### config.mk
export PLATFORM = sky130hd
export DESIGN_NAME = mul_sched
export DESIGN_NICKNAME = d
export VERILOG_FILES = /design/src/rtl/mul_sched_pkg.sv /design/src/rtl/mul_seq.sv /design/src/rtl/mul_sched.sv
export SDC_FILE = /design/constraint.sdc
export NUM_CORES = 1
export LEC_CHECK = 0
export BUFFER_PORTS_ARGS = -buffer_cell sky130_fd_sc_hd__buf_4
export CORE_ASPECT_RATIO = 1.25
export CORE_MARGIN = 2
export CORE_UTILIZATION = 35
export DETAILED_ROUTE_END_ITERATION = 16
export GPL_TIMING_DRIVEN = 0
export PLACE_DENSITY = 0.58
export SYNTH_ARGS = -nofsm -noshare
export SYNTH_HDL_FRONTEND = slang
export SYNTH_SLANG_ARGS = --single-unit
### constraint.sdc
create_clock -name clk -period 2.4 [get_ports clk]
set_input_delay 0 -clock clk [delete_from_list [all_inputs] [get_ports clk]]
set_output_delay 0 -clock clk [all_outputs]
set_load 0.05 [all_outputs]
### src/rtl/mul_sched_pkg.sv
// Shared types and defaults for the two-requester multiply scheduler.
package mul_sched_pkg;

    // Default operand width; product width is twice this.
    localparam int unsigned WDefault = 4;

    typedef enum logic [1:0] {
        StIdle = 2'd0,
        StRun  = 2'd1,
        StDone = 2'd2
    } state_e;

    // Identifies requester 0 or requester 1.
    typedef logic req_id_t;

endpackage

### src/rtl/mul_seq.sv
// Iterative shift-add unsigned multiplier. The first partial product is folded
// into the start cycle, so finish pulses exactly W cycles after start with res valid.
module mul_seq
    import mul_sched_pkg::*;
#(
    parameter int unsigned W = WDefault
) (
    input  logic           clk,
    input  logic           rst,
    input  logic           start,
    input  logic [W-1:0]   a,
    input  logic [W-1:0]   b,
    output logic [2*W-1:0] res,
    output logic           finish
);

    localparam int unsigned CntW = $clog2(W + 1);
    localparam logic [CntW-1:0] CntInit = CntW'(W - 1);
    localparam logic [CntW-1:0] CntLast = CntW'(1);

    logic [2*W-1:0]  acc_q, acc_d;
    logic [2*W-1:0]  mcand_q, mcand_d;
    logic [W-1:0]    mplier_q, mplier_d;
    logic [CntW-1:0] cnt_q, cnt_d;
    logic            active_q, active_d;
    logic            finish_q, finish_d;

    // Next-state: load plus first add on start, then one add-shift per cycle.
    always_comb begin
        acc_d    = acc_q;
        mcand_d  = mcand_q;
        mplier_d = mplier_q;
        cnt_d    = cnt_q;
        active_d = active_q;
        finish_d = 1'b0;
        if (start) begin
            acc_d    = b[0] ? {{W{1'b0}}, a} : '0;
            mcand_d  = {{W{1'b0}}, a} << 1;
            mplier_d = b >> 1;
            cnt_d    = CntInit;
            active_d = (W > 1);
            finish_d = (W == 1);
        end else if (active_q) begin
            if (mplier_q[0]) begin
                acc_d = acc_q + mcand_q;
            end
            mcand_d  = mcand_q << 1;
            mplier_d = mplier_q >> 1;
            cnt_d    = cnt_q - 1'b1;
            if (cnt_q == CntLast) begin
                active_d = 1'b0;
                finish_d = 1'b1;
            end
        end
    end

    // Datapath and control registers with synchronous reset.
    always_ff @(posedge clk) begin
        if (rst) begin
            acc_q    <= '0;
            mcand_q  <= '0;
            mplier_q <= '0;
            cnt_q    <= '0;
            active_q <= 1'b0;
            finish_q <= 1'b0;
        end else begin
            acc_q    <= acc_d;
            mcand_q  <= mcand_d;
            mplier_q <= mplier_d;
            cnt_q    <= cnt_d;
            active_q <= active_d;
            finish_q <= finish_d;
        end
    end

    assign res    = acc_q;
    assign finish = finish_q;

endmodule

### src/rtl/mul_sched.sv
// Round-robin scheduler sharing one iterative multiplier between two requesters.
// All outputs come straight from registers.
module mul_sched
    import mul_sched_pkg::*;
#(
    parameter int unsigned W = WDefault
) (
    input  logic           clk,
    input  logic           rst,
    input  logic           req0,
    input  logic [W-1:0]   a0,
    input  logic [W-1:0]   b0,
    input  logic           req1,
    input  logic [W-1:0]   a1,
    input  logic [W-1:0]   b1,
    output logic           ack0,
    output logic           ack1,
    output logic           done,
    output logic           done_id,
    output logic [2*W-1:0] res,
    output logic           busy
);

    state_e         state_q, state_d;
    req_id_t        last_q, last_d;   // last granted requester
    req_id_t        owner_q, owner_d;
    req_id_t        grant;
    logic [W-1:0]   op_a_q, op_a_d;
    logic [W-1:0]   op_b_q, op_b_d;
    logic           start_q, start_d;
    logic           ack0_q, ack0_d;
    logic           ack1_q, ack1_d;
    logic           done_q, done_d;
    logic           done_id_q, done_id_d;
    logic [2*W-1:0] res_q, res_d;
    logic           busy_q, busy_d;
    logic [2*W-1:0] mul_res;
    logic           mul_finish;

    mul_seq #(
        .W (W)
    ) u_mul_seq (
        .clk    (clk),
        .rst    (rst),
        .start  (start_q),
        .a      (op_a_q),
        .b      (op_b_q),
        .res    (mul_res),
        .finish (mul_finish)
    );

    // Round-robin pick: on a tie favour whoever was not granted last.
    always_comb begin
        grant = (req0 && req1) ? ~last_q : req1;
    end

    // FSM next-state and registered-output next values.
    always_comb begin
        state_d   = state_q;
        last_d    = last_q;
        owner_d   = owner_q;
        op_a_d    = op_a_q;
        op_b_d    = op_b_q;
        start_d   = 1'b0;
        ack0_d    = 1'b0;
        ack1_d    = 1'b0;
        done_d    = 1'b0;
        done_id_d = 1'b0;
        res_d     = '0;
        unique case (state_q)
            StIdle: begin
                if (req0 || req1) begin
                    owner_d = grant;
                    last_d  = grant;
                    op_a_d  = grant ? a1 : a0;
                    op_b_d  = grant ? b1 : b0;
                    ack0_d  = ~grant;
                    ack1_d  = grant;
                    start_d = 1'b1;
                    state_d = StRun;
                end
            end
            StRun: begin
                if (mul_finish) begin
                    done_d    = 1'b1;
                    done_id_d = owner_q;
                    res_d     = mul_res;
                    state_d   = StDone;
                end
            end
            StDone: begin
                state_d = StIdle;
            end
            default: begin
                state_d = StIdle;
            end
        endcase
        busy_d = (state_d != StIdle);
    end

    // State and output registers; reset leaves requester 0 favoured on a tie.
    always_ff @(posedge clk) begin
        if (rst) begin
            state_q   <= StIdle;
            last_q    <= 1'b1;
            owner_q   <= 1'b0;
            op_a_q    <= '0;
            op_b_q    <= '0;
            start_q   <= 1'b0;
            ack0_q    <= 1'b0;
            ack1_q    <= 1'b0;
            done_q    <= 1'b0;
            done_id_q <= 1'b0;
            res_q     <= '0;
            busy_q    <= 1'b0;
        end else begin
            state_q   <= state_d;
            last_q    <= last_d;
            owner_q   <= owner_d;
            op_a_q    <= op_a_d;
            op_b_q    <= op_b_d;
            start_q   <= start_d;
            ack0_q    <= ack0_d;
            ack1_q    <= ack1_d;
            done_q    <= done_d;
            done_id_q <= done_id_d;
            res_q     <= res_d;
            busy_q    <= busy_d;
        end
    end

    assign ack0    = ack0_q;
    assign ack1    = ack1_q;
    assign done    = done_q;
    assign done_id = done_id_q;
    assign res     = res_q;
    assign busy    = busy_q;

endmodule

Word level (Yosys, flattened, before mapping)
Cells that the tools add are included.

Bits in registers: 49. Output and inout bits: 13. RAM bits: 0. Memories: 0. Word-level logic and storage cells: 67. Bits in latches: 0. Input bits: 20. ROM bits: 0.

Magnitude comparators: 0. Mux-type cells: 22. $add $sub $neg: 2. Div/mod/pow operators: 0. Eq/ne operators: 2. Bitwise logic cells: 7. Reduce and logical (&&, ||, !) cells: 14. Multiply operators: 0. Shifts and indexed selects: 0.

Operators with widths (count): 8-bit 2-to-1 mux (3); 4-bit 2-to-1 mux (3); 5-bit 2-to-1 mux (2); 3-bit OR reduction (3); 8-bit adder (1); 2-bit 2-to-1 mux (4); 1-bit 2-to-1 mux (7); 1-bit NOT (7); 3-bit 2-to-1 mux (2); 2-bit nonzero test (3); 2-bit OR reduction (3); 2-bit case mux with 2 select lines (1); 2-bit AND reduction (2); 3-bit by 1-bit == test with 1-bit output, second input constant (1); 3-bit by 1-bit subtractor with 3-bit output, second input constant (1); 2-bit by 1-bit == test with 1-bit output, second input constant (1); 2-bit logical NOT (1); 1-bit logical AND (1); 1-bit logical OR (1).

Depth between registers and ports, before layout
Depth after elaboration: 4. Mapped depth: 6. Gate-level depth less buffers: 6.

Cells and area by module
From an unflattened synthesis, not the netlist that was laid out.

Cells, all modules: 236. Area, all modules: 2273.4 um2.

Modules (own cells, without submodules): mul_seq (cells each 143, times used 1, sequential area each 460.4 um2, area each 1273.7 um2); mul_sched (cells each 93, times used 1, sequential area each 520.5 um2, area each 999.7 um2).

Least setup slack after synthesis
Ideal clock, no wire load.

Kind: reg-to-reg. Start: reg u_mul_seq.acc_q[1] (netlist: u_mul_seq.res[1]). End: reg u_mul_seq.acc_q[7] (netlist: u_mul_seq.res[7]). Clock period less this slack: 1.846 ns. Stages on the path, launching flop included: 7. Setup time: 0.124 ns. Buffers on the path: 0. Required time: 2.276 ns. Slack: 0.554 ns. Arrival: 1.722 ns. Cells stage by stage: dfxtp_1 ha_1 fa_1 a211o_1 a211oi_1 o31a_1 nor3_1.

Cells in the longest elaborated chain, start to end: 4.

Ends and longest elaborated chain: start: declaration (line mul_seq.sv:21) `logic [2*W-1:0] acc_q, acc_d;`; start signal: assignment (line mul_seq.sv:60) `acc_q <= '0;`; start signal: assignment (line mul_seq.sv:67) `acc_q <= acc_d;`; 8-bit adder (line mul_seq.sv:45) `acc_d = acc_q + mcand_q;`; 8-bit 2-to-1 mux (line mul_seq.sv:44) `if (mplier_q[0]) begin`; 8-bit 2-to-1 mux (line mul_seq.sv:43) `end else if (active_q) begin`; 8-bit 2-to-1 mux (line mul_seq.sv:36) `if (start) begin`.

Every way passes these cells. The select of a mux whose other input is x is not followed. A chain may end at the register's enable or synchronous reset.

Final worst setup path
Start: reg u_mul_seq.mcand_q[1]. End: reg u_mul_seq.acc_q[7] (netlist: u_mul_seq.res[7]).

Cells in the longest elaborated chain, start to end: 4.

Ends and longest elaborated chain: start: declaration (line mul_seq.sv:22) `logic [2*W-1:0] mcand_q, mcand_d;`; start signal: assignment (line mul_seq.sv:68) `mcand_q <= mcand_d;`; 8-bit adder (line mul_seq.sv:45); 8-bit 2-to-1 mux (line mul_seq.sv:44); 8-bit 2-to-1 mux (line mul_seq.sv:43); 8-bit 2-to-1 mux (line mul_seq.sv:36).

Every way passes these cells. The select of a mux whose other input is x is not followed.

==> impl_metrics.yaml <==
floorplan:
  die_h_um: 90.5
  initial_core_util_pct: 36.3
  die_area_um2: 6630
  core_area_um2: 5780
  die_w_um: 73.2
  row_count: 31
  pin_count: 33
placed_design:
  dp_hpwl_um: 3060
  gp_congestion: 0.733
  port_buffers: 32
synthesis:
  synth_most_common_cell: "dfxtp_1"
  yosysTopAreaCellShare_pct: 46.8
  yosysUniqueCellTypes: 37
  yosys-top-cells-count: "dfxtp_1 (49), nor2_1 (37), a21oi_1 (18)"
  synth_seq_cells: 49
  synthFlopType: "dfxtp_1"
  synth_cells: 224
  synth_edf_count: 0
  yosys_warnings: 0
  netlist_top_cells_area: "dfxtp_1 (47%), mux2i_1 (7.6%), nor2_1 (6.6%), ha_1 (4.8%), a21oi_1 (4.3%)"
  syn_area_per_cell_um2: 9.36
  syn_nets: 253
  synth_area_um2: 2100
  async_flop_share_pct: 0
  yosys.area.top_type: "dfxtp_1"
  yosysSeqAreaShare_pct: 46.8
worst_setup_path:
  cp.arrival_ns: 2.24
  r2r_start: "u_mul_seq.mcand_q[1]$_SDFFE_PP0P_"
  path_class: "reg -> reg"
  cp-end-kind: "register"
  critPathLaunch: "u_mul_seq.mcand_q[1]$_SDFFE_PP0P_"
  worstSetupEndpoint: "u_mul_seq.res[7]$_SDFFE_PP0P_"
  ff2ff_path_depth: 6
  timing.reg2reg.setup_slack_ns: 0.39
  cp-start-kind: "register"
  cp_max_fo: 3
  r2r_end: "u_mul_seq.res[7]$_SDFFE_PP0P_"
  crit_required_ns: 2.63
detailed_routing:
  avgRoutedWirePerCell_um: 12.6
  routed_wl_um: 4160
  drtAntennaViolNets: 0
  viasPerCell: 4.92
  drc: 0
  vias: 1629
  drt_iter0_drc: 33
  firstDrtPassIters: 4
job:
  max_cap_viol_count: 0
run_status:
  status: "completed"
clock_tree:
  cts_buffers: 5
  clk_path_buf_depth: 2
  clk_pin_slew_ns: 0.09
  cts_resized: 0
  clock-sinks: 49
  cts_tree: "built"
  root_buffer: "clkbuf_8"
  clk_latency_ns: 0.30
  htreeDepth: 2
global_routing:
  grt_overflow: 0
  grt_pass1_vias: 1537
  grt_pass1_wl_um: 7010
  antenna_found_initial: 0
  grt_max_degree: 15
  grt_util_all_layers_pct: 13.6
timing:
  setup_violations: 0
  slew_headroom_pct: 63.9
  rsz0062_at_grt: "false"
  worstMarginPinSlew_ns: 0.539
  finalHoldViolations: 0
  period_minus_slack_ns: 2.01
  setup_tns_ns: 0
  skew_ns: 0.0105
  finalMaxSlewViolations: 0
  fmax_mhz: 497
  post-route-period-util_pct: 83.9
power_and_ir_drop:
  report.power.total_mw: 1.69
  p_leak_nw: 1.08
  vdd_drop_max_mv: 0.318
  p_per_area_nw_per_um2: 665
min_path:
  hp-class: "in -> reg"
  hold_path_depth: 3
cells_and_area:
  syn_to_final_growth_pct: 21.4
  n_antenna_cell: 0
  drive_gt1_share_pct: 17.7
  nets: 293
final cells by class:
cell class	count	area [µm²]
buffer	12	68.8
clock buffer	7	86.3
clock inverter	1	30.0
fill	570	3230
inverter	5	18.8
multi-input combinational	158	1030
sequential	49	981
tap	66	82.6
timing repair buffer	33	250
report_power, final:
part	switching [mW]	internal, mW
sequential	0.0270	0.851
combinational	0.117	0.0913
clock	0.266	0.340
total	0.410	1.28
logic make-up (layout without fill, tap and decap cells):
logic type | Yosys count | in the layout | synth area share [%]
mux | 16 | 16 | 7.64
fa+ha+maj | 9 | 9 | 5.73
compound gates | 47 | 47 | 14.9
buf+inv | 17 | 58 | 4.18
flops | 49 | 49 | 46.8
xor+xnor | 4 | 4 | 1.67
simple gates | 82 | 82 | 19.1
stage by stage:
step / worst slack (ns) / hold slack (ns) / instances / cell area, µm² / utilization, %
finish: 0.387 / 0.0490 / 331 / 2540 / 44.0
CTS: 0.384 / 0.0402 / 331 / 2540 / 44.0
global placement: 0.446 / 0.294 / 322 / 2420 / 41.8
floorplan: 0.554 / 0.108 / 224 / 2100 / -
global route: 0.257 / 0.0510 / 331 / 2540 / 44.0
detailed placement: 0.398 / 0.300 / 322 / 2420 / 41.8
worst min path at each step:
stage / end / slack [ns] / startpoint
after floorplan: done$_SDFF_PP0_ / 0.11 / rst
after global placement: done$_SDFF_PP0_ / 0.29 / rst
after detailed placement: done$_SDFF_PP0_ / 0.30 / rst
after CTS: op_b_q[0]$_SDFFE_PP0P_ / 0.04 / b0[0]
after global routing: op_a_q[2]$_SDFFE_PP0P_ / 0.05 / a0[2]
final: op_a_q[1]$_SDFFE_PP0P_ / 0.05 / a0[1]
critical path, stage by stage (launching register included):
cell,delay (ns)
dfxtp_1,0.34
ha_1,0.21
fa_1,0.43
a211o_1,0.37
a211oi_1,0.32
nor4_1,0.10
nor3_1,0.17
timing repair:
action / in CTS / in global routing
setup buffers: 0 / 0
hold endpoints to repair: 1 / 0
hold buffers: 1 / 0
sequential cells by signal, summed over array words and instances (netlist names):
signal	count
start_q	1
ack0	1
op_a_q	4
state_q	2
done	1
op_b_q	4
ack1	1
busy	1
u_mul_seq.mcand_q	7
u_mul_seq.active_q	1
u_mul_seq.cnt_q	3
done_id	1
last_q	1
u_mul_seq.mplier_q	3
owner_q	1
u_mul_seq.res	8
res	8
u_mul_seq.finish	1
metal layers:
layer,vias to the layer above,share of wire (%),track usage [%],wire length [µm]
li1,857,-,-,-
met1,735,47,17.2,1970
met2,33,48,21.5,2020
met3,4,2.9,3.01,121
met4,0,1.3,6.33,56
met5,-,0,0,0
placed cells by master, fill, tap and decap left out, drive strengths merged:
cell type / count
bufinv: 1
dlygate4sd3: 1
a31oi: 1
inv: 5
a21o: 4
o221ai: 1
a211o: 3
nand3: 6
nor3: 3
xnor2: 1
o21a: 2
and2: 10
buf: 39
nor4: 1
and3: 1
xor2: 3
o31ai: 1
nand2: 11
a21oi: 18
nor2: 37
clkbuf: 12
a21boi: 1
nand4b: 3
nand2b: 3
a211oi: 11
nor3b: 5
o31a: 1
dfxtp: 49
ha: 8
mux2i: 16
o211ai: 1
or3: 1
fa: 1
a2111o: 1
o21ai: 2
or2: 1
Power figures use the tool's default switching activity.
